==> src/rtl/dot_product_pipelined.sv <==
// Pipelined 3-element unsigned dot product (multiply stage, then sum stage).
// Latency is two enabled edges; enable low stalls every stage, and the sum wraps modulo 2^RES_W.
module dot_product_pipelined #(
    parameter int DATA_W = 8,
    parameter int RES_W  = 16
) (
    input  logic              clk,
    input  logic              reset,
    input  logic              enable,
    input  logic [DATA_W-1:0] a0,
    input  logic [DATA_W-1:0] a1,
    input  logic [DATA_W-1:0] a2,
    input  logic [DATA_W-1:0] b0,
    input  logic [DATA_W-1:0] b1,
    input  logic [DATA_W-1:0] b2,
    output logic [RES_W-1:0]  result,
    output logic              result_valid
);

    localparam int PROD_W = 2 * DATA_W;
    localparam int SUM_W  = PROD_W + 2;

    logic [PROD_W-1:0] p0_q, p1_q, p2_q;
    logic [PROD_W-1:0] p0_d, p1_d, p2_d;
    logic              v1_q, v1_d;
    logic [RES_W-1:0]  res_q, res_d;
    logic              res_vld_q, res_vld_d;
    logic [SUM_W-1:0]  sum_full;

    // Two guard bits keep the three-way sum exact before it is wrapped to RES_W.
    assign sum_full = SUM_W'(p0_q) + SUM_W'(p1_q) + SUM_W'(p2_q);

    always_comb begin
        p0_d      = p0_q;
        p1_d      = p1_q;
        p2_d      = p2_q;
        v1_d      = v1_q;
        res_d     = res_q;
        res_vld_d = res_vld_q;
        if (enable) begin
            p0_d      = PROD_W'(a0) * PROD_W'(b0);
            p1_d      = PROD_W'(a1) * PROD_W'(b1);
            p2_d      = PROD_W'(a2) * PROD_W'(b2);
            v1_d      = 1'b1;
            res_d     = RES_W'(sum_full);
            res_vld_d = v1_q;
        end
    end

    always_ff @(posedge clk or negedge reset) begin
        if (!reset) begin
            p0_q      <= '0;
            p1_q      <= '0;
            p2_q      <= '0;
            v1_q      <= 1'b0;
            res_q     <= '0;
            res_vld_q <= 1'b0;
        end else begin
            p0_q      <= p0_d;
            p1_q      <= p1_d;
            p2_q      <= p2_d;
            v1_q      <= v1_d;
            res_q     <= res_d;
            res_vld_q <= res_vld_d;
        end
    end

    assign result       = res_q;
    assign result_valid = res_vld_q;

endmodule

==> config.mk <==
export PLATFORM = sky130hd
export DESIGN_NAME = dot_product_pipelined
export DESIGN_NICKNAME = d
export VERILOG_FILES = /design/src/rtl/dot_product_pipelined.sv
export SDC_FILE = /design/constraint.sdc
export NUM_CORES = 1
export LEC_CHECK = 0
export BUFFER_PORTS_ARGS = -buffer_cell sky130_fd_sc_hd__buf_4
export CAP_MARGIN = 20
export CORE_ASPECT_RATIO = 0.5
export CORE_MARGIN = 2
export CORE_UTILIZATION = 57
export DETAILED_ROUTE_END_ITERATION = 7
export PLACE_DENSITY = 0.86
export RECOVER_POWER = 50
export SLEW_MARGIN = 20
export SYNTH_ARGS = -nofsm -noshare
export SYNTH_HDL_FRONTEND = slang
export SYNTH_SLANG_ARGS = --single-unit
==> constraint.sdc <==
create_clock -name clk -period 3.1 [get_ports clk]
set_input_delay 0.155 -clock clk [delete_from_list [all_inputs] [get_ports clk]]
set_output_delay 0.155 -clock clk [all_outputs]
set_load 0.02 [all_outputs]
# [Yosys cells after proc, flatten, opt, wreduce, memory -nomap -nowiden]
# Index checks and enable logic that the tools add are counted.
[totals] elab_cells=11 ff_bits=66 out_inout_bits=17 in_bits=51
[classes] n_addsub=2 multipliers=3
[ops] cell="$mul A8 B8 Y16" n=3
[ops] cell="$add A16 B16 Y16" n=2

# [Logic depth before layout (Yosys ltp)]
# Gate-level depths: netlist of the first run.
[depth] depth_word=2 ltp_mapped=17 ltp_nobuf=16

# [Worst setup path before layout of the first run]
# Ideal clock, no wire load.
[synth_timing] kind="input to register" start="input b0[2]" end="register p0_q[14]" stages=15 n_path_buf=0 required_ns=2.975 path_slack_ns=-0.804 t_arrival_ns=3.779 setup_ns=0.125 path_cell_list="nand2_1 > fa_1 > fa_1 > inv_1 > fa_1 > inv_1 > fa_1 > inv_1 > ha_1 > a21oi_1 > o21ai_1 > o31a_1 > a221oi_2 > xnor2_1 > mux2_2"
[synth_between] elab_chain_cells=1
[synth_lines] element="start: declaration" line_no="13" text="input logic [DATA_W-1:0] b0,"
[synth_lines] element="$mul A8 B8 Y16" line_no="41" text="p0_d = PROD_W'(a0) * PROD_W'(b0);"
[synth_lines] element="end signal: assignment" line_no="59" text="p0_q <= p0_d;"
[synth_lines] element="end: declaration" line_no="23" text="logic [PROD_W-1:0] p0_q, p1_q, p2_q;"
# Every way passes these cells.
# A chain may end at the register's enable or synchronous reset.

# [Worst setup path after layout of the first run]
[layout_timing] start="input b1[4]" end="register p1_q[13]"
[layout_between] elab_chain_cells=1
[layout_lines] element="start: declaration" line_no="14" text="input logic [DATA_W-1:0] b1,"
[layout_lines] element="$mul A8 B8 Y16" line_no="42" text="p1_d = PROD_W'(a1) * PROD_W'(b1);"
[layout_lines] element="end signal: assignment" line_no="60" text="p1_q <= p1_d;"
[layout_lines] element="end: declaration" line_no="23"
# Every way passes these cells.

==> results of run 1 <==
==> cell families after synthesis <==
| kind of cell | after synthesis |
|---|---|
| AO/OA/AOI/OAI | 157 |
| multiplexers | 34 |
| adder cells (fa/ha/maj) | 246 |
| AND/OR/NAND/NOR | 298 |
| XOR/XNOR | 32 |
| flip-flops | 66 |
| buffers and inverters | 177 |
==> area by class of cell <==
cell class / instances / share of cell area
clock inverters: 6 / 0.00328
inverters: 163 / 0.0472
multi-input cells: 767 / 0.637
clock buffers: 10 / 0.0177
well taps: 227 / 0.0219
flip-flops and latches: 66 / 0.127
repair buffers: 224 / 0.146
==> synth_stat cells (3+ instances only) <==
library cell	n	area, sq um
buf_6	3	33.8
a211oi_1	11	82.6
o31ai_1	9	67.6
nand3_1	12	60.1
nand2b_1	6	37.5
xnor2_1	25	219
o31a_1	3	26.3
and3_1	3	18.8
a31oi_1	4	25.0
a21oi_1	31	155
nor2b_1	5	31.3
nand3b_1	3	22.5
mux2_2	33	372
nand2_1	71	267
nor2_1	33	124
fa_1	124	2480
and2_1	144	901
o21ai_0	31	155
o2bb2ai_1	3	26.3
clkbuf_1	8	30.0
xor2_1	7	61.3
dfrtp_1	66	1650
ha_1	122	1530
nor3_1	9	45.0
a21o_1	14	105
o21a_1	10	75.1
inv_1	162	608
o211ai_1	8	60.1
o21bai_1	6	45.0
==> registers in the layout, indices dropped and copies added, names as in the netlist <==
| name | cells |
|---|---|
| p0_q | 16 |
| p1_q | 16 |
| p2_q | 16 |
| result | 16 |
| result_valid | 1 |
| v1_q | 1 |
==> power groups by stage <==
stage          logic, uW  registers (uW)  clock network [uW]
2_1_floorplan       5860            1600                   0
3_3_place_gp        7990            1560                   0
3_5_place_dp        8380            1580                   0
4_1_cts             9240            1580                 964
5_1_grt            11300            1650                1010
6_report           10600            1620                 981
==> layout by cell type (no fill, tap or decap), types with 16 or more instances in the layout <==
cell type  netlist  final
xnor2_1         25     20
clkbuf_1         8     18
fa_1           124    112
a21oi_1         31     17
nand2_1         71     55
ha_4             0     17
and2_4           1     22
buf_6            3     37
inv_2            0     16
buf_4            1    154
inv_1          162    146
dfrtp_1         66     66
nor2_1          33     28
o21ai_0         31     23
ha_1           122    105
mux2_2          33     23
and2_1         144    123
==> repair_timing <==
item | 4_1_cts | 5_1_grt
resized for setup | 133 | 65
gates cloned | 0 | 0
hold buffers | 1 | 0
endpoints found under the setup margin | 30 | 33
endpoints found under the hold margin | 66 | 0
pin swaps | 70 | 47
buffers inserted | 6 | 10
==> per-stage QoR <==
step           setup WS (ns)  TNS, ns  std cells  utilization  total power, uW
2_1_floorplan         -0.649    -7.61       1010            -             7460
3_3_place_gp          -0.871   -17.28       1435        0.717             9550
3_5_place_dp          -0.970   -19.77       1435        0.717             9960
4_1_cts               -0.567    -7.28       1456        0.768            11800
5_1_grt               -0.808   -13.62       1463        0.785            14000
6_report              -0.712   -10.81       1463        0.785            13200
==> metal layers <==
layer	vias to the layer above	wire length [um]	GRT usage
met5	-	0	0
met2	495	14500	0.575
met3	179	2290	0.0419
li1	3755	-	-
met4	0	1830	0.133
met1	4266	10900	0.366
==> worst min-delay path, delay by kind of cell <==
kind            cells  cell delay (ns)
compound gates      1             0.08
simple gates        1             0.07
buf+inv             2             0.22
==> worst max-delay path by stage <==
stage | to | depth (start not counted) | slack (ns)
finish | p1_q[13]$_DFFE_PN0P_ | 17 | -0.71
CTS | p0_q[14]$_DFFE_PN0P_ | 16 | -0.57
floorplan | p0_q[14]$_DFFE_PN0P_ | 15 | -0.65
global route | p1_q[11]$_DFFE_PN0P_ | 16 | -0.81
detailed placement | p0_q[14]$_DFFE_PN0P_ | 16 | -0.97
global placement | p0_q[14]$_DFFE_PN0P_ | 16 | -0.87
==> impl_metrics.yaml, run 1 <==
outcome:
  status: "finished with violations"
  violations: "max-capacitance violations, max-slew violations, negative setup slack"
worst_setup_path:
  cpMaxStageDelayCell: "fa_1"
  setup.worst_path.start_class: "input pin"
  crit_buf_inv: 5
  path_delay_family: "adder cells"
  worstSetupPathType: "input pin to register"
  cp-end-kind: "register"
  r2r_end: "result[11]$_DFFE_PN0P_"
  cp.arrival_ns: 4.05
  crit_required_ns: 3.34
  path_cells: "buf_12 -> nand2_8 -> fa_1 -> fa_1 -> inv_1 -> fa_1 -> inv_2 -> fa_1 -> inv_2 -> ha_4 -> o21a_1 -> o31a_1 -> o21ai_2 -> buf_4 -> a21oi_2 -> o21a_1 -> o31ai_2"
  rr_startpoint: "p0_q[6]$_DFFE_PN0P_"
  crit_top_cell: "fa_1"
  r2r_cells: 9
  path_max_fanout: 6
  startpoint: "b1[4]"
  r2r_setup_slack_ns: 0.05
  cpPeakStageDelay_ns: 0.56
sta:
  slew-limit-headroom: -0.0675
  setup_viol: 29
  fin_crit_ns: 3.81
  fmax_ghz: 0.262
  grt_setup_unrepaired: "true"
  fin_skew_ns: 0.00699
  whs_ns: 0.229
  worst_pin_slew_ns: 1.60
  finalCritPeriodShare: 1.23
  final_hold_viol_count: 0
  drv_slew: 67
  finalWorstSetupSlack_ns: -0.712
floorplan:
  die_h_um: 96.3
  die_w_um: 189
  ioPinCount: 68
  initial_core_util: 0.588
  core_area_sq_um: 16500
  die-area_sq_um: 18200
  row_count: 33
cts:
  clk_pin_slew_ns: 0.06
  clockBufferDepth: 2
  cts-root-buf: "clkbuf_16"
  insertion_delay_ns: 0.34
  cts-htree-levels: 3
  clock-sinks: 66
  cts_made_buffers: 9
  cts_tree: "yes"
synth:
  synthSimpleGateAreaFrac: 0.166
  synth_compound_area_frac: 0.112
  synth_area_per_cell_sq_um: 9.62
  ys_ff_latch: 66
  yosysSeqAreaShare: 0.170
  synth_area_sq_um: 9710
  synthAdderAreaFrac: 0.413
  synth_cells: 1010
  synth-xor-area-share: 0.0289
  synth_cell_types: 66
  synth_mux_area_frac: 0.0393
  synthFlopType: "dfrtp_1"
  yosys_warnings: 0
  synthesis.nets: 1307
  synth-edff-count: 0
  async_flop_share: 1.00
  synth_top_family_by_area: "adder cells"
cells_and_area:
  drive_gt1_frac: 0.339
  finalNetCount: 1528
  fillers: 907
  regArea_sq_um: 1650
  diodes: 0
  area_growth_pct: 33.5
  multi_input_area_sq_um: 8260
  final_area_sq_um: 13000
drt:
  wl_per_cell_um: 20.2
  vias: 8695
  drtPass1Iterations: 6
  route.detailed.drc: 0
  vias_per_cell: 5.94
  drtAntennaViolNets: 0
  routed_wl_um: 29500
  drt_iter0_drc: 680
grt:
  grt_max_degree: 77
  grt-ovfl-total: 0
  grt_pass1_vias: 9072
  track_usage: 0.309
  antenna_found_initial: 0
  grt_pass1_wl_um: 44200
hold_path:
  hp-start: "a0[0]"
  hold_path_class: "input pin to register"
  holdPathStages: 4
  worstHoldEndpoint: "p0_q[0]$_DFFE_PN0P_"
placed_design:
  portBuffers: 67
  place_area_sq_um: 11800
  dp_hpwl_um: 18400
  gp_congestion: 0.910
power_and_ir_drop:
  p_clk_frac: 0.074
  switching_share: 0.494
  p_seq_frac: 0.123
  ir_drop_mv: 0.740
  power_density_nw_per_um2: 1020
  p_switching_uw: 6520
  comb_power_share: 0.803
  leakage_uw: 0.00630
  internal-power_uw: 6680
run:
  maxCapViolCount: 1
(Power assumes the default switching activity.)
==> run 2, diff against run 1 <==
--- a/config.mk
+++ b/config.mk
@@ -12,4 +12,5 @@
 export CORE_UTILIZATION = 57
 export DETAILED_ROUTE_END_ITERATION = 7
+export MAX_ROUTING_LAYER = met4
 export PLACE_DENSITY = 0.86
 export RECOVER_POWER = 50
==> constraint.sdc (replaced) <==
create_clock -name clk -period 3.1 [get_ports clk]
set_input_delay 0.155 -clock clk [delete_from_list [all_inputs] [get_ports clk]]
set_output_delay 0.155 -clock clk [all_outputs]
set_load 0.005 [all_outputs]
==> impl_metrics.yaml, run 2 (synthesis gave the netlist of run 1 again) <==
outcome:
  status: "finished with violations"
  violations: "negative setup slack"
floorplan:
  row_count: 33
  ioPinCount: 68
  die_h_um: 96.3
  die-area_sq_um: 18200
  core_area_sq_um: 16500
  die_w_um: 189
  initial_core_util: 0.588
hold_path:
  hp-start: "a0[0]"
  holdPathStages: 4
  hold_path_class: "input pin to register"
  worstHoldEndpoint: "p0_q[0]$_DFFE_PN0P_"
worst_setup_path:
  path_max_fanout: 4
  crit_required_ns: 3.36
  r2r_cells: 8
  cp-end-kind: "register"
  r2r_end: "result[14]$_DFFE_PN0P_"
  setup.worst_path.start_class: "input pin"
  cp.arrival_ns: 3.98
  worstSetupPathType: "input pin to register"
  r2r_setup_slack_ns: 0.05
  rr_startpoint: "p0_q[7]$_DFFE_PN0P_"
power_and_ir_drop:
  leakage_uw: 0.00635
  switching_share: 0.475
  p_switching_uw: 6270
  p_clk_frac: 0.094
  comb_power_share: 0.784
  p_seq_frac: 0.122
  internal-power_uw: 6930
  ir_drop_mv: 0.659
  p_total_uw: 13200
  power_density_nw_per_um2: 1010
sta:
  fin_crit_ns: 3.72
  finalCritPeriodShare: 1.20
  final_hold_viol_count: 0
  worst_pin_slew_ns: 0.881
  slew-limit-headroom: 0.413
  grt_setup_unrepaired: "true"
  drv_slew: 0
  fmax_ghz: 0.269
  finalWorstSetupSlack_ns: -0.619
  fin_skew_ns: 0.0102
  setup_viol: 27
cts:
  insertion_delay_ns: 0.35
  cts-root-buf: "clkbuf_16"
  cts_tree: "yes"
  cts-htree-levels: 3
  cts_made_buffers: 9
  clk_pin_slew_ns: 0.07
  clockBufferDepth: 2
  clock-sinks: 66
drt:
  vias: 8465
  wl_per_cell_um: 19.2
  route.detailed.drc: 0
  drtPass1Iterations: 6
  drtAntennaViolNets: 0
  vias_per_cell: 5.79
  routed_wl_um: 28100
  drt_iter0_drc: 548
placed_design:
  dp_hpwl_um: 18600
  portBuffers: 67
  gp_congestion: 0.917
  dp.cells: 1434
  place_area_sq_um: 11800
cells_and_area:
  final_cell_mix: "buf_4 (184), inv_1 (143), and2_1 (120)"
  diodes: 0
  layout_commonest_cell: "buf_4"
  drive_gt1_frac: 0.356
  finalNetCount: 1528
  area_growth_pct: 34.7
  instances_no_fill: 1463
  final_area_sq_um: 13100
grt:
  grt_pass1_vias: 9122
  grt_pass1_wl_um: 44000
  grt-busiest-layer: "met2"
  grt_max_degree: 77
  gr-usage-met2: 0.572
  track_usage: 0.317
  antenna_found_initial: 0
  use_met3: 0.0554
  grt-ovfl-total: 0
  grt_use_met1: 0.358
run:
  maxCapViolCount: 0
==> run 2: cell types whose count changed in the layout (fill, tap and decap cells not counted), sizes merged <==
cell,change
clkinvlp,-2
clkinv,-1
inv,+1
clkbuf,-19
buf,+18
bufinv,+3
==> run 2: worst max-delay path: stages <==
cell      delay [ns]
buf_8           0.10
buf_4           0.13
and2_1          0.14
fa_1            0.49
fa_1            0.54
fa_1            0.50
inv_1           0.05
fa_1            0.48
inv_1           0.05
ha_1            0.31
o21ai_2         0.07
a31o_2          0.24
a21oi_2         0.14
or4b_4          0.47
o211ai_1        0.09
==> run 2: per-layer routing <==
metal  vias up  part of all wire
li1       3751                 -
met1      4191              0.38
met2       392              0.51
met3       131             0.063
met4         0             0.044
met5         -                 0
==> run 2: final cells by class <==
| cell class | instances | area (sq um) |
|---|---|---|
| Clock inverter | 7 | 125 |
| Fill cell | 883 | 3440 |
| Clock buffer | 9 | 225 |
| Multi-Input combinational cell | 767 | 8260 |
| Inverter | 163 | 612 |
| Timing Repair Buffer | 224 | 1920 |
| Tap cell | 227 | 284 |
| Sequential cell | 66 | 1650 |
==> run 2: worst max path at each step <==
stage               start                    to  depth (start not counted)
floorplan           b0[2]  p0_q[14]$_DFFE_PN0P_                         15
global placement    b0[2]  p0_q[14]$_DFFE_PN0P_                         16
detailed placement  b0[2]  p0_q[14]$_DFFE_PN0P_                         16
CTS                 b0[3]  p0_q[14]$_DFFE_PN0P_                         16
global route        b0[6]  p0_q[13]$_DFFE_PN0P_                         16
finish              b0[6]  p0_q[13]$_DFFE_PN0P_                         15
==> run 2: through the flow <==
step	TNS [ns]	hold slack [ns]	setup WS, ns	util
2_1_floorplan	-7.61	-0.141	-0.649	-
3_3_place_gp	-17.50	0.290	-0.889	0.716
3_5_place_dp	-20.02	0.298	-0.978	0.716
4_1_cts	-7.07	0.245	-0.618	0.774
5_1_grt	-11.63	0.251	-0.726	0.792
6_report	-8.99	0.243	-0.619	0.792
==> run 2: what timing repair did <==
item / in CTS / in global routing
setup buffers: 12 / 3
hold endpoints to repair: 66 / 0
hold buffers: 1 / 0
endpoints found under the setup margin: 29 / 34
pin swaps: 71 / 53
gates resized for setup: 122 / 63
==> run 2: power by group through the flow <==
stage	combinational (uW)	sequential, uW	clock, uW
after CTS	9180	1580	1220
final	10400	1610	1240
after floorplan	5860	1480	0
after detailed placement	8320	1580	0
after global placement	7870	1560	0
after global routing	11000	1640	1270
==> run 3, diff against run 2 <==
- CELL_PAD_IN_SITES_DETAIL_PLACEMENT: not set -> 1
- CELL_PAD_IN_SITES_GLOBAL_PLACEMENT: not set -> 2
- CORE_UTILIZATION: 57 -> 37
- PLACE_DENSITY: 0.86 -> 0.87
==> impl_metrics.yaml, run 3 (synthesis gave the netlist of run 1 again) <==
cts:
  clock-sinks: 66
  clk_pin_slew_ns: 0.06
  insertion_delay_ns: 0.33
  cts_tree: "yes"
  cts-htree-levels: 3
  clockBufferDepth: 2
  cts-root-buf: "clkbuf_16"
  cts_made_buffers: 9
hold_path:
  worstHoldEndpoint: "p1_q[0]$_DFFE_PN0P_"
  hold_path_class: "input pin to register"
  hp-start: "a1[0]"
  holdPathStages: 4
sta:
  grt_setup_unrepaired: "true"
  fin_skew_ns: 0.00684
  whs_ns: 0.227
  finalWorstSetupSlack_ns: -0.685
  worst_pin_slew_ns: 1.65
  setup_viol: 29
  final_hold_viol_count: 0
  fin_crit_ns: 3.78
  fmax_ghz: 0.264
  drv_slew: 67
  slew-limit-headroom: -0.102
  finalCritPeriodShare: 1.22
drt:
  route.detailed.drc: 0
  routed_wl_um: 30200
  drtAntennaViolNets: 0
  vias_per_cell: 5.08
  wl_per_cell_um: 18.9
  drtPass1Iterations: 4
  drt_iter0_drc: 299
  vias: 8105
worst_setup_path:
  setup.worst_path.start_class: "input pin"
  cp.arrival_ns: 4.00
  startpoint: "b1[5]"
  rr_startpoint: "p0_q[1]$_DFFE_PN0P_"
  cp-end-kind: "register"
  r2r_setup_slack_ns: 0.14
  r2r_end: "result[15]$_DFFE_PN0P_"
  worstSetupPathType: "input pin to register"
  path_max_fanout: 5
  crit_required_ns: 3.32
  r2r_cells: 10
grt:
  track_usage: 0.221
  grt-ovfl-total: 0
  antenna_found_initial: 0
  grt_pass1_vias: 9214
  grt_max_degree: 67
  grt_pass1_wl_um: 47600
floorplan:
  initial_core_util: 0.381
  ioPinCount: 68
  die-area_sq_um: 27600
  die_w_um: 233
  die_h_um: 119
  row_count: 41
  core_area_sq_um: 25500
power_and_ir_drop:
  leakage_uw: 0.00652
  ir_drop_mv: 0.517
  p_total_uw: 13100
  power_density_nw_per_um2: 970
cells_and_area:
  area_growth_pct: 39.2
  layout_commonest_cell: "buf_4"
  finalNetCount: 1542
  drive_gt1_frac: 0.375
  instances_no_fill: 1594
  diodes: 0
  final_cell_mix: "buf_4 (159), inv_1 (138), fa_1 (112)"
outcome:
  violations: "max-capacitance violations, max-slew violations, negative setup slack"
  status: "finished with violations"
run:
  maxCapViolCount: 1
placed_design:
  portBuffers: 67
  dp.cells: 1547
  gp_congestion: 0.885
  dp_hpwl_um: 22400
run 3: final cells by class:
| cell class | instances | area, sq um |
|---|---|---|
| Clock buffer | 11 | 233 |
| Clock inverter | 5 | 78.8 |
| Fill cell | 2766 | 12000 |
| Inverter | 163 | 612 |
| Multi-Input combinational cell | 767 | 8370 |
| Sequential cell | 66 | 1650 |
| Tap cell | 344 | 430 |
| Timing Repair Buffer | 238 | 2150 |
run 3: power by group:
| part | leakage (uW) | switching (uW) | internal, uW |
|---|---|---|---|
| Clock | 0.000153 | 379 | 703 |
| Sequential | 0.000782 | 336 | 1260 |
| Combinational | 0.00559 | 5290 | 5150 |
| Total | 0.00652 | 6000 | 7110 |
run 3: repair_timing:
action,in CTS,in global routing
endpoints found under the hold margin,66,0
resized for setup,168,76
endpoints found under the setup margin,29,33
hold buffers,1,0
buffers inserted,23,14
pin swaps,109,71
run 3: per-layer routing:
layer | share of wire | GRT usage | vias to the layer above
met5 | 0 | - | -
met4 | 0.025 | 0.0533 | 0
met3 | 0.016 | 0.0135 | 55
met2 | 0.52 | 0.387 | 100
met1 | 0.44 | 0.281 | 4182
li1 | - | - | 3768
run 3: how the worst max path moves through the flow:
stage	to	slack [ns]	depth (start not counted)
after global placement	p0_q[14]$_DFFE_PN0P_	-0.88	16
after detailed placement	p0_q[14]$_DFFE_PN0P_	-1.0	16
final	p1_q[15]$_DFFE_PN0P_	-0.68	16
after global routing	p1_q[15]$_DFFE_PN0P_	-0.79	15
after floorplan	p0_q[14]$_DFFE_PN0P_	-0.65	15
after CTS	p0_q[14]$_DFFE_PN0P_	-0.58	16
run 3: through the flow:
stage                util  cell area [sq um]  TNS [ns]  setup slack (ns)
floorplan               -              10100     -7.61            -0.649
global placement    0.469              12000    -18.47            -0.881
detailed placement  0.469              12000    -21.52            -0.996
CTS                 0.515              13100     -8.59            -0.581
global route        0.530              13500    -13.29            -0.789
finish              0.530              13500    -10.80            -0.685
run 3: critical path, cell delays in order:
cell     delay, ns
buf_4         0.12
nand2_1       0.07
fa_1          0.46
fa_1          0.51
inv_2         0.04
fa_1          0.51
inv_2         0.05
fa_1          0.52
inv_2         0.05
ha_4          0.26
o21a_1        0.16
o31a_1        0.25
o31ai_2       0.11
a31oi_1       0.32
xnor2_1       0.13
mux2_4        0.27
